$ cat config.mk
export PLATFORM = sky130hd
export DESIGN_NAME = hazard_ctrl_flat
export DESIGN_NICKNAME = d
export VERILOG_FILES = /design/src/rtl/hazard_ctrl_if.sv /design/src/rtl/hazard_ctrl.sv /design/src/flat_wrapper.sv
export SDC_FILE = /design/constraint.sdc
export NUM_CORES = 1
export LEC_CHECK = 0
export ABC_AREA = 1
export CAP_MARGIN = 20
export CORE_MARGIN = 4
export CORE_UTILIZATION = 60
export CTS_BUF_LIST = sky130_fd_sc_hd__clkbuf_4 sky130_fd_sc_hd__clkbuf_8 sky130_fd_sc_hd__clkbuf_16
export DETAILED_ROUTE_END_ITERATION = 7
export PLACE_DENSITY = 0.9
export SLEW_MARGIN = 25
export SYNTH_ARGS = -nofsm -noshare
export SYNTH_HDL_FRONTEND = slang
export SYNTH_SLANG_ARGS = --single-unit
export TNS_END_PERCENT = 5
$ cat constraint.sdc
create_clock -name clk -period 4.15 [get_ports clk]
set_input_delay 0.415 -clock clk [delete_from_list [all_inputs] [get_ports clk]]
set_output_delay 0.415 -clock clk [all_outputs]
set_load 0.05 [all_outputs]
$ cat src/rtl/hazard_ctrl_if.sv
// ID-stage hazard/flow-control bundle: ID-stage instruction fields and branch
// resolution in, pipeline enables, bubble/flush controls and stall statistics out.
interface hazard_ctrl_if;
  logic [2:0]  id_rs;
  logic [2:0]  id_rt;
  logic        id_rs_valid;
  logic        id_rt_valid;
  logic        id_reg_write;
  logic [2:0]  id_write_reg;
  logic        id_mem_read;
  logic        id_halt;
  logic        ex_branch_taken;
  logic        pc_write_en;
  logic        ifid_write_en;
  logic        ifid_flush;
  logic        zero_control_signals;
  logic        halted;
  logic [15:0] stall_cycles;

  modport master (
    output id_rs, id_rt, id_rs_valid, id_rt_valid, id_reg_write, id_write_reg,
           id_mem_read, id_halt, ex_branch_taken,
    input  pc_write_en, ifid_write_en, ifid_flush, zero_control_signals,
           halted, stall_cycles
  );

  modport slave (
    input  id_rs, id_rt, id_rs_valid, id_rt_valid, id_reg_write, id_write_reg,
           id_mem_read, id_halt, ex_branch_taken,
    output pc_write_en, ifid_write_en, ifid_flush, zero_control_signals,
           halted, stall_cycles
  );
endinterface

$ cat src/rtl/hazard_ctrl.sv
// Hazard/flow control between IF/ID and ID/EX: RAW scoreboard, branch squash, HALT freeze.
// Optional macro HAZ_FORWARD_EN: full forwarding, only load-use hazards stall.
module hazard_ctrl #(
  parameter int WB_DEPTH     = 3,
  parameter int FLUSH_CYCLES = 2
) (
  input logic         clk,
  input logic         rst,
  hazard_ctrl_if.slave bus
);

  localparam logic [2:0] WB_CNT    = 3'(WB_DEPTH);
  localparam logic [1:0] FC_RELOAD = 2'(FLUSH_CYCLES - 1);

  typedef enum logic [1:0] {ST_RUN, ST_FLUSH, ST_HALTED} state_t;

  state_t      state_reg;
  logic [1:0]  fcnt_reg;
  logic [15:0] stall_cycles_reg;

  logic [7:0]  blocks;
  logic        raw;
  logic        issue;
  logic        pc_write_en_next;
  logic        ifid_write_en_next;
  logic        ifid_flush_next;
  logic        zcs_next;
  logic        halted_next;

  genvar gi;
  generate
    for (gi = 0; gi < 8; gi++) begin : g_sb
      logic [2:0] count_reg;
      logic       ld_reg;
      logic       set_w;

      assign set_w = issue && bus.id_reg_write && (bus.id_write_reg == 3'(gi));

      // A fresh issue overrides the drain; any decrement drops the load flag.
      always_ff @(posedge clk) begin
        if (rst) begin
          count_reg <= 3'd0;
          ld_reg    <= 1'b0;
        end else if (set_w) begin
          count_reg <= WB_CNT;
          ld_reg    <= bus.id_mem_read;
        end else if (count_reg != 3'd0) begin
          count_reg <= count_reg - 3'd1;
          ld_reg    <= 1'b0;
        end
      end

`ifdef HAZ_FORWARD_EN
      assign blocks[gi] = (count_reg == WB_CNT) && ld_reg;
`else
      // A fresh load is also in flight, so the load term never changes the result here.
      assign blocks[gi] = (count_reg != 3'd0) || (ld_reg && (count_reg == WB_CNT));
`endif
    end
  endgenerate

  assign raw = (bus.id_rs_valid && blocks[bus.id_rs]) ||
               (bus.id_rt_valid && blocks[bus.id_rt]);

  always_comb begin
    pc_write_en_next   = 1'b1;
    ifid_write_en_next = 1'b1;
    ifid_flush_next    = 1'b0;
    zcs_next           = 1'b0;
    halted_next        = 1'b0;
    unique case (state_reg)
      ST_RUN: begin
        if (bus.ex_branch_taken) begin
          ifid_flush_next = 1'b1;
          zcs_next        = 1'b1;
        end else if (raw) begin
          pc_write_en_next   = 1'b0;
          ifid_write_en_next = 1'b0;
          zcs_next           = 1'b1;
        end
      end
      ST_FLUSH: begin
        ifid_flush_next = 1'b1;
        zcs_next        = 1'b1;
      end
      ST_HALTED: begin
        pc_write_en_next   = 1'b0;
        ifid_write_en_next = 1'b0;
        zcs_next           = 1'b1;
        halted_next        = 1'b1;
      end
      default: begin
        zcs_next = 1'b1;
      end
    endcase
  end

  assign issue = !zcs_next;

  always_ff @(posedge clk) begin
    if (rst) begin
      state_reg        <= ST_RUN;
      fcnt_reg         <= 2'd0;
      stall_cycles_reg <= 16'd0;
    end else begin
      unique case (state_reg)
        ST_RUN: begin
          if (bus.ex_branch_taken) begin
            if (FLUSH_CYCLES > 1) begin
              state_reg <= ST_FLUSH;
              fcnt_reg  <= FC_RELOAD;
            end
          end else if (raw) begin
            if (stall_cycles_reg != 16'hFFFF)
              stall_cycles_reg <= stall_cycles_reg + 16'd1;
          end else if (bus.id_halt) begin
            state_reg <= ST_HALTED;
          end
        end
        ST_FLUSH: begin
          if (bus.ex_branch_taken) begin
            fcnt_reg <= FC_RELOAD;
          end else if (fcnt_reg <= 2'd1) begin
            fcnt_reg  <= 2'd0;
            state_reg <= ST_RUN;
          end else begin
            fcnt_reg <= fcnt_reg - 2'd1;
          end
        end
        ST_HALTED: begin
          state_reg <= ST_HALTED;
        end
        default: begin
          state_reg <= ST_RUN;
        end
      endcase
    end
  end

  assign bus.pc_write_en          = pc_write_en_next;
  assign bus.ifid_write_en        = ifid_write_en_next;
  assign bus.ifid_flush           = ifid_flush_next;
  assign bus.zero_control_signals = zcs_next;
  assign bus.halted               = halted_next;
  assign bus.stall_cycles         = stall_cycles_reg;

endmodule

$ cat src/flat_wrapper.sv
// flat-port wrapper written by rule: the top's interface ports become plain ports
module hazard_ctrl_flat 
#(
  parameter int WB_DEPTH     = 3,
  parameter int FLUSH_CYCLES = 2
)
  (clk, rst, bus_id_rs, bus_id_rt, bus_id_rs_valid, bus_id_rt_valid, bus_id_reg_write, bus_id_write_reg, bus_id_mem_read, bus_id_halt, bus_ex_branch_taken, bus_pc_write_en, bus_ifid_write_en, bus_ifid_flush, bus_zero_control_signals, bus_halted, bus_stall_cycles);
  hazard_ctrl_if bus_i ();
  input logic clk;
  input logic rst;
  input wire logic [$bits(bus_i.id_rs)-1:0] bus_id_rs;
  input wire logic [$bits(bus_i.id_rt)-1:0] bus_id_rt;
  input wire logic [$bits(bus_i.id_rs_valid)-1:0] bus_id_rs_valid;
  input wire logic [$bits(bus_i.id_rt_valid)-1:0] bus_id_rt_valid;
  input wire logic [$bits(bus_i.id_reg_write)-1:0] bus_id_reg_write;
  input wire logic [$bits(bus_i.id_write_reg)-1:0] bus_id_write_reg;
  input wire logic [$bits(bus_i.id_mem_read)-1:0] bus_id_mem_read;
  input wire logic [$bits(bus_i.id_halt)-1:0] bus_id_halt;
  input wire logic [$bits(bus_i.ex_branch_taken)-1:0] bus_ex_branch_taken;
  output wire logic [$bits(bus_i.pc_write_en)-1:0] bus_pc_write_en;
  output wire logic [$bits(bus_i.ifid_write_en)-1:0] bus_ifid_write_en;
  output wire logic [$bits(bus_i.ifid_flush)-1:0] bus_ifid_flush;
  output wire logic [$bits(bus_i.zero_control_signals)-1:0] bus_zero_control_signals;
  output wire logic [$bits(bus_i.halted)-1:0] bus_halted;
  output wire logic [$bits(bus_i.stall_cycles)-1:0] bus_stall_cycles;
  assign bus_i.id_rs = bus_id_rs;
  assign bus_i.id_rt = bus_id_rt;
  assign bus_i.id_rs_valid = bus_id_rs_valid;
  assign bus_i.id_rt_valid = bus_id_rt_valid;
  assign bus_i.id_reg_write = bus_id_reg_write;
  assign bus_i.id_write_reg = bus_id_write_reg;
  assign bus_i.id_mem_read = bus_id_mem_read;
  assign bus_i.id_halt = bus_id_halt;
  assign bus_i.ex_branch_taken = bus_ex_branch_taken;
  assign bus_pc_write_en = bus_i.pc_write_en;
  assign bus_ifid_write_en = bus_i.ifid_write_en;
  assign bus_ifid_flush = bus_i.ifid_flush;
  assign bus_zero_control_signals = bus_i.zero_control_signals;
  assign bus_halted = bus_i.halted;
  assign bus_stall_cycles = bus_i.stall_cycles;
  hazard_ctrl #(.WB_DEPTH(WB_DEPTH), .FLUSH_CYCLES(FLUSH_CYCLES)) u_core (.clk(clk), .rst(rst), .bus(bus_i));
endmodule
==> results.toml <==
[outcome]
outcome = "finished clean"

[finish]
design_area_mm2 = 0.00368
largest_register_ff_count = 24
syn_to_final_growth_pct = 16.2
nFillCells = 415
most-common-layout-cells = "nand2_1 (74), inv_1 (63), dfxtp_1 (52)"
diodes = 0
layout-drive-gt1-share = 0.0924
fin_cells = 546
num-nets-final = 517
final_common_cell = "nand2_1"

[sta]
period_minus_slack_ns = 3.26
slew_headroom = 0.465
rsz0062_at_grt = "no"
final_hold_viol_count = 0
period_share = 0.785
setup_slack_ns = 0.894
tightestPinTransition_ns = 0.798
setup_tns_ns = 0
report.final.slew_viol_count = 0
skew_ns = 0.00431
holdWs_ns = 0.483
setup_viol = 0
max_freq_mhz = 307

[worst_setup_path]
crit_path_frequent_cell = "nand3_1"
cpPeakStageDelay_ns = 0.87
path_class = "reg2out"
required_ns = 3.73
r2r_setup_slack_ns = 2.00
cp_max_fo = 5
rr_endpoint = "u_core.bus.stall_cycles[8]"
start_kind = "register"
worst_r2r_path_depth = 14
worstPathArrival_ns = 2.84
crit_chain = "inv_1 -> ha_1 -> inv_1 -> nor2_2 -> nand3_1 -> nand3_1 -> nand3_1 -> nand3_2 -> nand2_4 -> o21ai_0 -> clkdlybuf4s50_1"
r2r_start = "u_core.g_sb[2].count_reg[0]"
endpoint_kind = "primary output"
crit_path_top_delay_cell = "clkdlybuf4s50_1"

[clock_tree]
cts_hold_repair.buffers = 0
cts-root-buf = "clkbuf_8"
clk-insertion-delay-late_ns = 0.30
cts_buffers = 5
htreeDepth = 2
ctsResizeCount = 0
post_cts.repair.setup_buffers = 0
clk_pin_slew_worst_paths_ns = 0.09
cts_sinks = 52
cts_tree = "done"
cts_max_path_buffers = 2

[logic_synthesis]
yosysTopAreaCell = "dfxtp_1"
synthArstFlopShare = 0
syn_area_per_cell_um2 = 7.24
synth_cells = 438
synth.top_cell.area_share = 0.328
synth_seq_cells = 52
yosys_most_used_dff = "dfxtp_1"
synthTopCellsByArea = "dfxtp_1 (33%), ha_1 (9.9%), nand2_1 (8.8%)"
syn-num-nets = 480
netlist_area_mm2 = 0.00317
synth-edff-count = 0
ys_types = 31
ys_seq_area_frac = 0.328
synth_warnings = 0

[floorplanning]
start_util = 0.621
rows = 26
dieWidth_um = 80.7
core_mm2 = 0.00511
die_h_um = 80.7
die_area_mm2 = 0.00651
io_pins = 38

[place]
place_area_mm2 = 0.00359
port_buffers = 37
place_ws_ns = 1.11
post-place-cells = 538
dp_hpwl_mm = 5.11
gp_congestion = 0.790

[drt]
wl_per_cell_um = 12.6
vias = 2847
route.detailed.drc = 0
via_per_inst = 5.21
postRouteAntennaNets = 0
drtPass1Iterations = 4
wl_mm = 6.88
drt_iter0_drc = 124

[global_routing]
use_met3 = 0.0460
grt_busiest_layer = "met2"
grt_pass1_vias = 2815
grt.met1_usage = 0.259
antenna_found_initial = 0
grt_max_degree = 28
use_met2 = 0.427
grt_usage = 0.229
grt_pass1_wl_mm = 11.9
grt-ovfl-total = 0

[pwr]
leakage_uw = 0.00162
ir_drop_mv = 0.317
power.density_mw_per_mm2 = 526

[flow_run]
drv_cap = 0

[worst_hold_path]
whs_endpoint = "u_core.fcnt_reg[1]"
whs_path_depth = 2
hp-start = "u_core.fcnt_reg[1]"
hold_class = "reg2reg"
## metal layers
| layer | vias up | part of all wire |
|---|---|---|
| met4 | 0 | 0.014 |
| met5 | - | 0 |
| met1 | 1327 | 0.43 |
| met3 | 10 | 0.048 |
| met2 | 56 | 0.51 |
| li1 | 1454 | - |
## worst max path at each step
| stage | start | to | slack (ns) | cells past startpoint |
|---|---|---|---|---|
| 2_1_floorplan | u_core.g_sb[1].count_reg[0] | bus_pc_write_en | 1.07 | 11 |
| 3_3_place_gp | bus_id_rt[0] | bus_pc_write_en | 1.20 | 8 |
| 3_5_place_dp | bus_id_rs[0] | bus_ifid_write_en | 1.11 | 9 |
| 4_1_cts | u_core.g_sb[1].count_reg[0] | bus_ifid_write_en | 0.90 | 11 |
| 5_1_grt | u_core.g_sb[1].count_reg[0] | bus_ifid_write_en | 0.75 | 11 |
| 6_report | u_core.g_sb[1].count_reg[0] | bus_ifid_write_en | 0.89 | 11 |
## critical path: cells and delay by family (launching register included)
kind,cells,cell delay (ns)
AOI/OAI and AO/OA,1,0.26
adders and majority gates,1,0.14
buffers and inverters,3,0.99
DFF,1,0.34
and+or+nand+nor,6,0.81
## stage by stage
step / utilization / power (µW)
6_report: 0.721 / 1940
5_1_grt: 0.721 / 2110
4_1_cts: 0.721 / 1950
3_5_place_dp: 0.702 / 1630
3_3_place_gp: 0.702 / 1570
2_1_floorplan: - / 1430
## Yosys cell counts, types with 5 or more instances
cell type / number
o21ai_0: 11
dfxtp_1: 52
nand3_1: 37
xnor2_1: 6
inv_1: 63
nor2_1: 48
clkbuf_1: 5
nor2_4: 10
ha_1: 25
nor3_1: 11
nor2_2: 5
nand2_1: 74
a21oi_1: 34
nand3_2: 5
xor2_1: 18
inv_2: 7
## cell type report
cell class | count | area, µm² | area share
multi-input cells | 307 | 1810 | 0.492
flip-flops and latches | 52 | 1040 | 0.283
repair buffers | 38 | 378 | 0.103
inverters | 71 | 267 | 0.0723
clock buffers | 8 | 97.6 | 0.0265
well taps | 70 | 87.6 | 0.0238
## power breakdown
part,switching (µW),total (µW),internal [µW],leakage [µW]
registers,100,716,616,0.000426
clock network,160,310,150,0.0000523
logic,559,913,354,0.00114
total,820,1940,1120,0.00162
## cell families after synthesis
kind of cell,count (synthesis),synth area share
adder cells (fa/ha/maj),25,0.0987
flip-flops,52,0.328
AND/OR/NAND/NOR,207,0.326
buffers and inverters,79,0.0994
AO/OA/AOI/OAI,51,0.0817
XOR/XNOR,24,0.0663
Note: power is estimated with default switching activity, not from simulation.
